**config.mk**
```make
export PLATFORM = sky130hd
export DESIGN_NAME = button_conditioner
export DESIGN_NICKNAME = d
export VERILOG_FILES = /design/src/rtl/button_conditioner.sv
export SDC_FILE = /design/constraint.sdc
export NUM_CORES = 1
export LEC_CHECK = 0
export CORE_MARGIN = 1.5
export CORE_UTILIZATION = 57
export CTS_CLUSTER_DIAMETER = 60
export CTS_CLUSTER_SIZE = 28
export DETAILED_ROUTE_END_ITERATION = 8
export PLACE_DENSITY = 0.77
export RECOVER_POWER = 100
export SKIP_CTS_REPAIR_TIMING = 1
export SLEW_MARGIN = 20
export SYNTH_ARGS = -nofsm -noshare
export SYNTH_HDL_FRONTEND = slang
export SYNTH_SLANG_ARGS = --single-unit
```
**constraint.sdc**
```tcl
create_clock -name clk -period 2.8 [get_ports clk]
set_input_delay 0.56 -clock clk [delete_from_list [all_inputs] [get_ports clk]]
set_output_delay 0.56 -clock clk [all_outputs]
set_load 0.05 [all_outputs]
```
**src/rtl/button_conditioner.sv**
```systemverilog
// Push-button conditioner: two-flop synchronizer, tick-sampled debounce,
// press edge detect and optional per-bit auto-repeat into one-cycle pulses.
//
// state     | meaning
// IDLE      | button released, no repeat timing in progress
// PRESSED   | debounced press seen, counting ticks toward first repeat
// REPEATING | first repeat issued, counting ticks between repeats
module button_conditioner #(
  parameter int WIDTH          = 3,
  parameter int SAMPLE_CNT_MAX = 62500,
  parameter int PULSE_CNT_MAX  = 200,
  parameter int REPEAT_DELAY   = 1000,
  parameter int REPEAT_PERIOD  = 200
) (
  input  logic             clk,
  input  logic             rst,
  input  logic [WIDTH-1:0] in,
  output logic [WIDTH-1:0] out,
  output logic [WIDTH-1:0] held
);

  localparam int SW   = $clog2(SAMPLE_CNT_MAX);
  localparam int CW   = $clog2(PULSE_CNT_MAX + 1);
  localparam int RMAX = (REPEAT_DELAY > REPEAT_PERIOD) ? REPEAT_DELAY : REPEAT_PERIOD;
  localparam int RW   = $clog2(RMAX + 1);

  localparam logic [SW-1:0] TICK_VAL = SW'(SAMPLE_CNT_MAX - 1);
  localparam logic [CW-1:0] CNT_FULL = CW'(PULSE_CNT_MAX);
  localparam logic [RW-1:0] DELAY_V  = RW'(REPEAT_DELAY);
  localparam logic [RW-1:0] PERIOD_V = RW'(REPEAT_PERIOD);

  typedef enum logic [1:0] {IDLE, PRESSED, REPEATING} rpt_state_t;

  logic [WIDTH-1:0] sync_a;
  logic [WIDTH-1:0] sync;
  logic [SW-1:0]    sample_cnt;
  logic             tick;
  logic [CW-1:0]    cnt      [WIDTH];
  logic [CW-1:0]    cnt_next [WIDTH];
  logic [WIDTH-1:0] held_d;
  logic [WIDTH-1:0] rise;
  logic [WIDTH-1:0] fire;
  rpt_state_t       state      [WIDTH];
  rpt_state_t       state_next [WIDTH];
  logic [RW-1:0]    rep      [WIDTH];
  logic [RW-1:0]    rep_next [WIDTH];

  assign tick = (sample_cnt == TICK_VAL);
  assign rise = held & ~held_d;

  always_ff @(posedge clk or posedge rst) begin
    if (rst) begin
      sync_a     <= '0;
      sync       <= '0;
      sample_cnt <= '0;
    end else begin
      sync_a     <= in;
      sync       <= sync_a;
      sample_cnt <= tick ? '0 : sample_cnt + SW'(1);
    end
  end

  always_comb begin
    for (int i = 0; i < WIDTH; i++) begin
      cnt_next[i] = cnt[i];
      if (tick) begin
        if (!sync[i])
          cnt_next[i] = '0;
        else if (cnt[i] != CNT_FULL)
          cnt_next[i] = cnt[i] + CW'(1);
      end
    end
  end

  // held is registered from cnt_next so it tracks cnt == full exactly
  always_ff @(posedge clk or posedge rst) begin
    if (rst) begin
      for (int i = 0; i < WIDTH; i++) cnt[i] <= '0;
      held   <= '0;
      held_d <= '0;
    end else begin
      for (int i = 0; i < WIDTH; i++) begin
        cnt[i]  <= cnt_next[i];
        held[i] <= (cnt_next[i] == CNT_FULL);
      end
      held_d <= held;
    end
  end

  always_comb begin
    for (int i = 0; i < WIDTH; i++) begin
      state_next[i] = state[i];
      rep_next[i]   = rep[i];
      fire[i]       = 1'b0;
      if (!held[i]) begin
        state_next[i] = IDLE;
        rep_next[i]   = '0;
      end else begin
        case (state[i])
          IDLE: begin
            if (rise[i]) begin
              state_next[i] = PRESSED;
              rep_next[i]   = '0;
            end
          end
          PRESSED: begin
            if (tick && (REPEAT_DELAY != 0)) begin
              if (rep[i] + RW'(1) == DELAY_V) begin
                fire[i]       = 1'b1;
                rep_next[i]   = '0;
                state_next[i] = REPEATING;
              end else begin
                rep_next[i] = rep[i] + RW'(1);
              end
            end
          end
          REPEATING: begin
            if (tick) begin
              if (rep[i] + RW'(1) == PERIOD_V) begin
                fire[i]     = 1'b1;
                rep_next[i] = '0;
              end else begin
                rep_next[i] = rep[i] + RW'(1);
              end
            end
          end
          default: begin
            state_next[i] = IDLE;
            rep_next[i]   = '0;
          end
        endcase
      end
    end
  end

  always_ff @(posedge clk or posedge rst) begin
    if (rst) begin
      for (int i = 0; i < WIDTH; i++) begin
        state[i] <= IDLE;
        rep[i]   <= '0;
      end
      out <= '0;
    end else begin
      for (int i = 0; i < WIDTH; i++) begin
        state[i] <= state_next[i];
        rep[i]   <= rep_next[i];
      end
      out <= rise | fire;
    end
  end

endmodule

```
-- After elaboration in Yosys (flattened, before gate mapping)
Cells that the tools add are included.
- bits in registers: 91
- bits of input ports: 5
- output and inout port bits: 6
- word-level logic and storage cells: 132
- add/subtract/negate cells: 7
- eq/ne operators: 34
- mux-type cells: 64
- bitwise gates (word level): 3
- reduce and logical (&&, ||, !) cells: 9
- operator list (kind ; count):
    $mux 10 ; 18
    $pmux 10 s3 ; 3
    $mux 8 ; 9
    $ne 3x3->1 const B ; 12
    $add 10x1->10 const B ; 3
    $eq 10x10->1 const B ; 3
    $eq 10x8->1 const B ; 3
    $add 8x1->8 const B ; 3
    $eq 8x8->1 const B ; 3
    $mux 2 ; 12
    $ne 8x8->1 const B ; 3
    $pmux 2 s3 ; 3
    $add 16x1->16 const B ; 1
    $eq 16x16->1 const B ; 1
    $mux 16 ; 1
    $mux 1 ; 15
    $reduce_and 4->1 ; 3
    $reduce_and 3->1 ; 3
    $eq 2x1->1 const B ; 3
    $eq 2x2->1 const B ; 3
    $logic_not 2->1 ; 3
    $ne 2x2->1 const B ; 3
    $pmux 1 s2 ; 3
    $and 3x3->3 ; 1
    other kinds (2) ; 2

-- Logic depth before layout (Yosys ltp)
- word-level depth: 7
- mapped depth: 10
- gate-level depth less buffers: 9

-- Worst setup path before layout
Ideal clock, no wire load.
- kind: reg2reg
- from: reg rep[20] in the netlist's numbering
- to: reg rep[27] in the netlist's numbering
- setup time: 0.110 ns
- arrival: 2.031 ns
- required time: 2.690 ns
- slack: 0.659 ns
- stages on the path, launching flop included: 9
- buffers on the path: 0
- period minus slack after synthesis: 2.141 ns
- path through: dfrtp_1 -> ha_1 -> and2_0 -> a32o_1 -> a32o_1 -> a31o_1 -> a21o_2 -> o2bb2a_1 -> o41ai_1
- cells in the longest elaborated chain, start to end: 6
- elaborated cells between the ends (all ways): 9
- those cells by class: add/sub: 1; eq/ne: 2; mux: 6
- RTL lines (what ; RTL line ; source):
    from (decl) ; 45 ; logic [RW-1:0] rep [WIDTH];
    from (signal, indexed assignment) ; 146 ; rep[i] <= rep_next[i];
    $add 10x1->10 (*) ; -- ;
    $eq 10x8->1 / $eq 10x10->1 (equally long branches) ; 119, 108 ;
    $mux 10, on equally long branches ; 119, 108 ;
    $mux 10, on equally long branches ; 118, 107 ;
    $pmux 10 s3 (*) ; 99 ; case (state[i])
    $mux 10 (*) ; 95 ; if (!held[i]) begin
Mark *: on every way between the ends. The rest lies on a longest branch, timed or not. The select of a mux whose other input is x is not followed.
A chain may end at the register's enable or synchronous reset.

-- Worst setup path in the final report
- from: reg rep[0] in the netlist's numbering
- to: reg rep[7] in the netlist's numbering
Same word-level chain as after synthesis.

==> results.md <==
- Final Hold Fails: 0
- # H-tree levels: 3
- Status: complete, no violations
- DRC violations left: 0
- Final-stage net count: 647
- Drt wl/cell: ~14 um
- Clk sinks: between 90 and 100
- Sequential share of power: 0.592
- Syn Area/Cell: 9.01 um^2
- Net Count, Synth: 639
- RSZ-0062 raised after global routing: no
- Grt met3 use: 0.0386
- Vias: 4534
- Clock transition at the registers of the reported paths: 0.08 ns
- Io pins: 11
- Synth Area in Simple Gates: 0.254
- NetSw: 0.455 mW
- # rows: 35
- Clk_lat worst skew: 0.35 ns
- Clock Root Buffer: clkbuf_8
- Hold crit path type: reg2reg
- Int Pwr: about 1.8 mW
- Flop and latch count out of synthesis: just over 90
- WP data required: a little over 3 ns
- Die X: 101 um
- Vias in the first global route: 4306
- Slew HR: 0.238
- PwrDens: 379 mW/mm^2
- Post-layout instance area: 0.00590 mm^2
- Synthesis-to-layout area growth: 6.94%
- Mux contribution to synthesized area: 0.0132
- Clk pwr share: 0.392
- Diodes inserted: 0
- CTS tree: yes
- Fin Setup TNS: 0 ns
- Iter 0 DRT Violations: 248
- Layout cells sized above 1: 0.0577
- GR Util met2: 0.386
- Die area: 0.0103 mm^2
- ANT nets after route: 0
- Minimum clock period: 2.54 ns
- Clock buffer depth: 2
- Grt total ovfl: 0
- Final Wtd Congestion: roughly 0.87
- Crit Path Max Fanout: 9
- Pins Over Slew Limit: 0
- Initial core utilization: 0.591
- Critical path arrival: 2.79 ns
- Sequential element share of the synthesized area: 0.413
- Leak: 2.53 nW
- GRT Util Overall: 0.226
- Pin count of the biggest net entering global routing: 52
- Post-Synth Adder-Cell Area: 0.0499
- Design Power: 2.24 mW
- Die Ht: about 100 um
- Post-synth cell types: 76
- Yosys warnings: 0
- Grt met1 use: 0.289
- Worst setup SP type: flip-flop
- TritonRoute pass-1 iters: 5
- Max IR drop VDD: 0.255 mV
- Count of flip-flops with a built-in enable after synthesis: 0
- DP HPWL: 7.75 mm
- DR vias/cell: 6.02
- Critical path class: reg2reg
- Post-Syn Instances: 612
- Max_cap viols: 0
- Synth async-reset ratio: 1.00
- Synth Area in Compound Gates: 0.200
- Cell Area, Synth: 0.00552 mm^2
- Final WL: 10.8 mm
- Sw frac: 0.203
- Largest family of logic cells by synthesized area: simple AND/OR/NAND/NOR gates
- Core Area: between 0.009 and 0.01 mm^2
- Actual slew at the worst max-slew pin: 1.14 ns
- Placed inst area: approximately 0.0057 mm^2
- Max Freq: a little under 0.4 GHz
- Final setup violation count: 0
- Initial antenna violation count: 0
- Inserted Clock Buffers: 9
- Fin Clk Skew: 0.0128 ns
- Combinational share of power: 0.016
- Top_reg_cell synth: dfrtp_1
- Port Buf Inserts: 10
- Grt peak-use layer: met2
- Final period util: 0.908
- First-pass GRT wire length: 18.8 mm
- Post-synthesis xor/xnor area fraction: 0.0333
- Worst setup EP type: flip-flop
-- cells in the final DEF, fill, tap and decap left out, drive strengths merged, types with 3 or more instances in the layout --
cell type     n
a21boi        9
a21o         14
a21oi        19
a221o         3
a22o         11
a31o          4
a31oi         4
a32o          9
and2          7
and3         22
and4          7
buf           3
clkbuf       17
dfrtp        91
dlygate4sd3  10
ha           22
inv          25
mux2i         5
nand2        93
nand2b        4
nand3        34
nand3b        3
nand4        11
nor2         33
nor2b         8
nor3         16
nor3b         3
nor4          3
nor4b         4
o2111ai       3
o211ai        4
o21ai        46
o22ai         5
o31ai         9
or2           5
or3           7
xnor2        16
xor2          5
-- cell type report --
type	count	area, um^2
multi-input combinational	475	3020
fill	786	3430
sequential	91	2280
timing repair buffer	17	150
clock inverter	2	35.0
tap	129	161
clock buffer	13	159
inverter	26	98.8
-- registers in the layout, indices dropped and copies added (netlist names) --
register / flops
cnt: 24
held: 3
held_d: 3
out: 3
rep: 30
sample_cnt: 16
state: 6
sync: 3
sync_a: 3
-- path summary, 6_finish.rpt --
check / startpoint / endpoint / slack [ns] / depth (start not counted)
worst max-delay path: rep[0] / rep[7] / 0.26 / 8
worst min-delay path: sync_a[1] / sync[1] / 0.36 / 0
worst max register to register: rep[0] / rep[7] / 0.26 / 8
worst min register to register: sync_a[1] / sync[1] / 0.36 / 0
max in group asynchronous: rst / cnt[19] / 0.48 / 3
min in group asynchronous: rst / rep[9] / 0.87 / 2
-- power by group through the flow --
| stage | registers [mW] | logic (mW) | clock network [mW] |
|---|---|---|---|
| 3_5_place_dp | 1.35 | 0.0410 | 0 |
| 5_1_grt | 1.33 | 0.0432 | 0.966 |
| 6_report | 1.32 | 0.0363 | 0.876 |
| 3_3_place_gp | 1.35 | 0.0403 | 0 |
| 4_1_cts | 1.32 | 0.0409 | 0.912 |
| 2_1_floorplan | 1.34 | 0.0271 | 0 |
-- cells by family after synthesis --
logic type / count (synthesis)
muxes: 7
adders and majority gates: 22
AOI/OAI and AO/OA: 157
xor gates and xnor gates: 21
buffers and inverters: 46
and+or+nand+nor: 268
DFF: 91
-- routing by layer --
metal / vias to the layer above / part of all wire
met3: 16 / 0.031
li1: 2240 / -
met1: 2188 / 0.46
met5: - / 0
met4: 0 / 0.015
met2: 90 / 0.49
-- cells in the mapped netlist, types with 3 or more instances --
master	number	share of area
nand2_1	93	0.063
dfrtp_1	91	0.41
o21ai_0	43	0.039
nand3_1	34	0.031
nor2_1	32	0.022
inv_1	26	0.018
ha_1	22	0.050
and3_1	21	0.024
a21oi_1	19	0.017
nor3_1	16	0.015
xnor2_1	16	0.025
a21o_1	13	0.018
nand4_1	10	0.011
a21boi_0	9	0.012
a22o_1	9	0.014
a32o_1	9	0.016
o31ai_1	9	0.012
buf_2	8	0.0073
clkbuf_1	8	0.0054
nor2b_1	8	0.0091
and4_1	7	0.011
or3_1	7	0.0079
and2_1	6	0.0068
mux2i_1	5	0.0091
o22ai_1	5	0.0057
xor2_1	5	0.0079
nand2b_1	4	0.0045
o211ai_1	4	0.0054
or2_2	4	0.0045
a221o_1	3	0.0054
a31o_2	3	0.0048
a31oi_1	3	0.0034
nor3b_1	3	0.0041
nor4b_1	3	0.0048
o2111ai_1	3	0.0048
-- critical path, stage by stage (launching register included) --
cell      delay, ns
dfrtp_1        0.42
ha_1           0.27
and3_1         0.24
a21boi_0       0.18
o22ai_1        0.18
o221a_1        0.28
o21ai_1        0.47
o21ai_0        0.18
a21o_1         0.21
-- per-stage QoR --
| step | hold WS [ns] | cells | util | worst slack (ns) |
|---|---|---|---|---|
| after global placement | 0.333 | 738 | 0.615 | 0.444 |
| after floorplan | 0.331 | 612 | - | 0.659 |
| after detailed placement | 0.342 | 738 | 0.615 | 0.324 |
| final | 0.357 | 753 | 0.632 | 0.257 |
| after global routing | 0.362 | 753 | 0.632 | 0.0280 |
| after CTS | 0.361 | 753 | 0.636 | 0.303 |
Power figures use the tool's default switching activity.
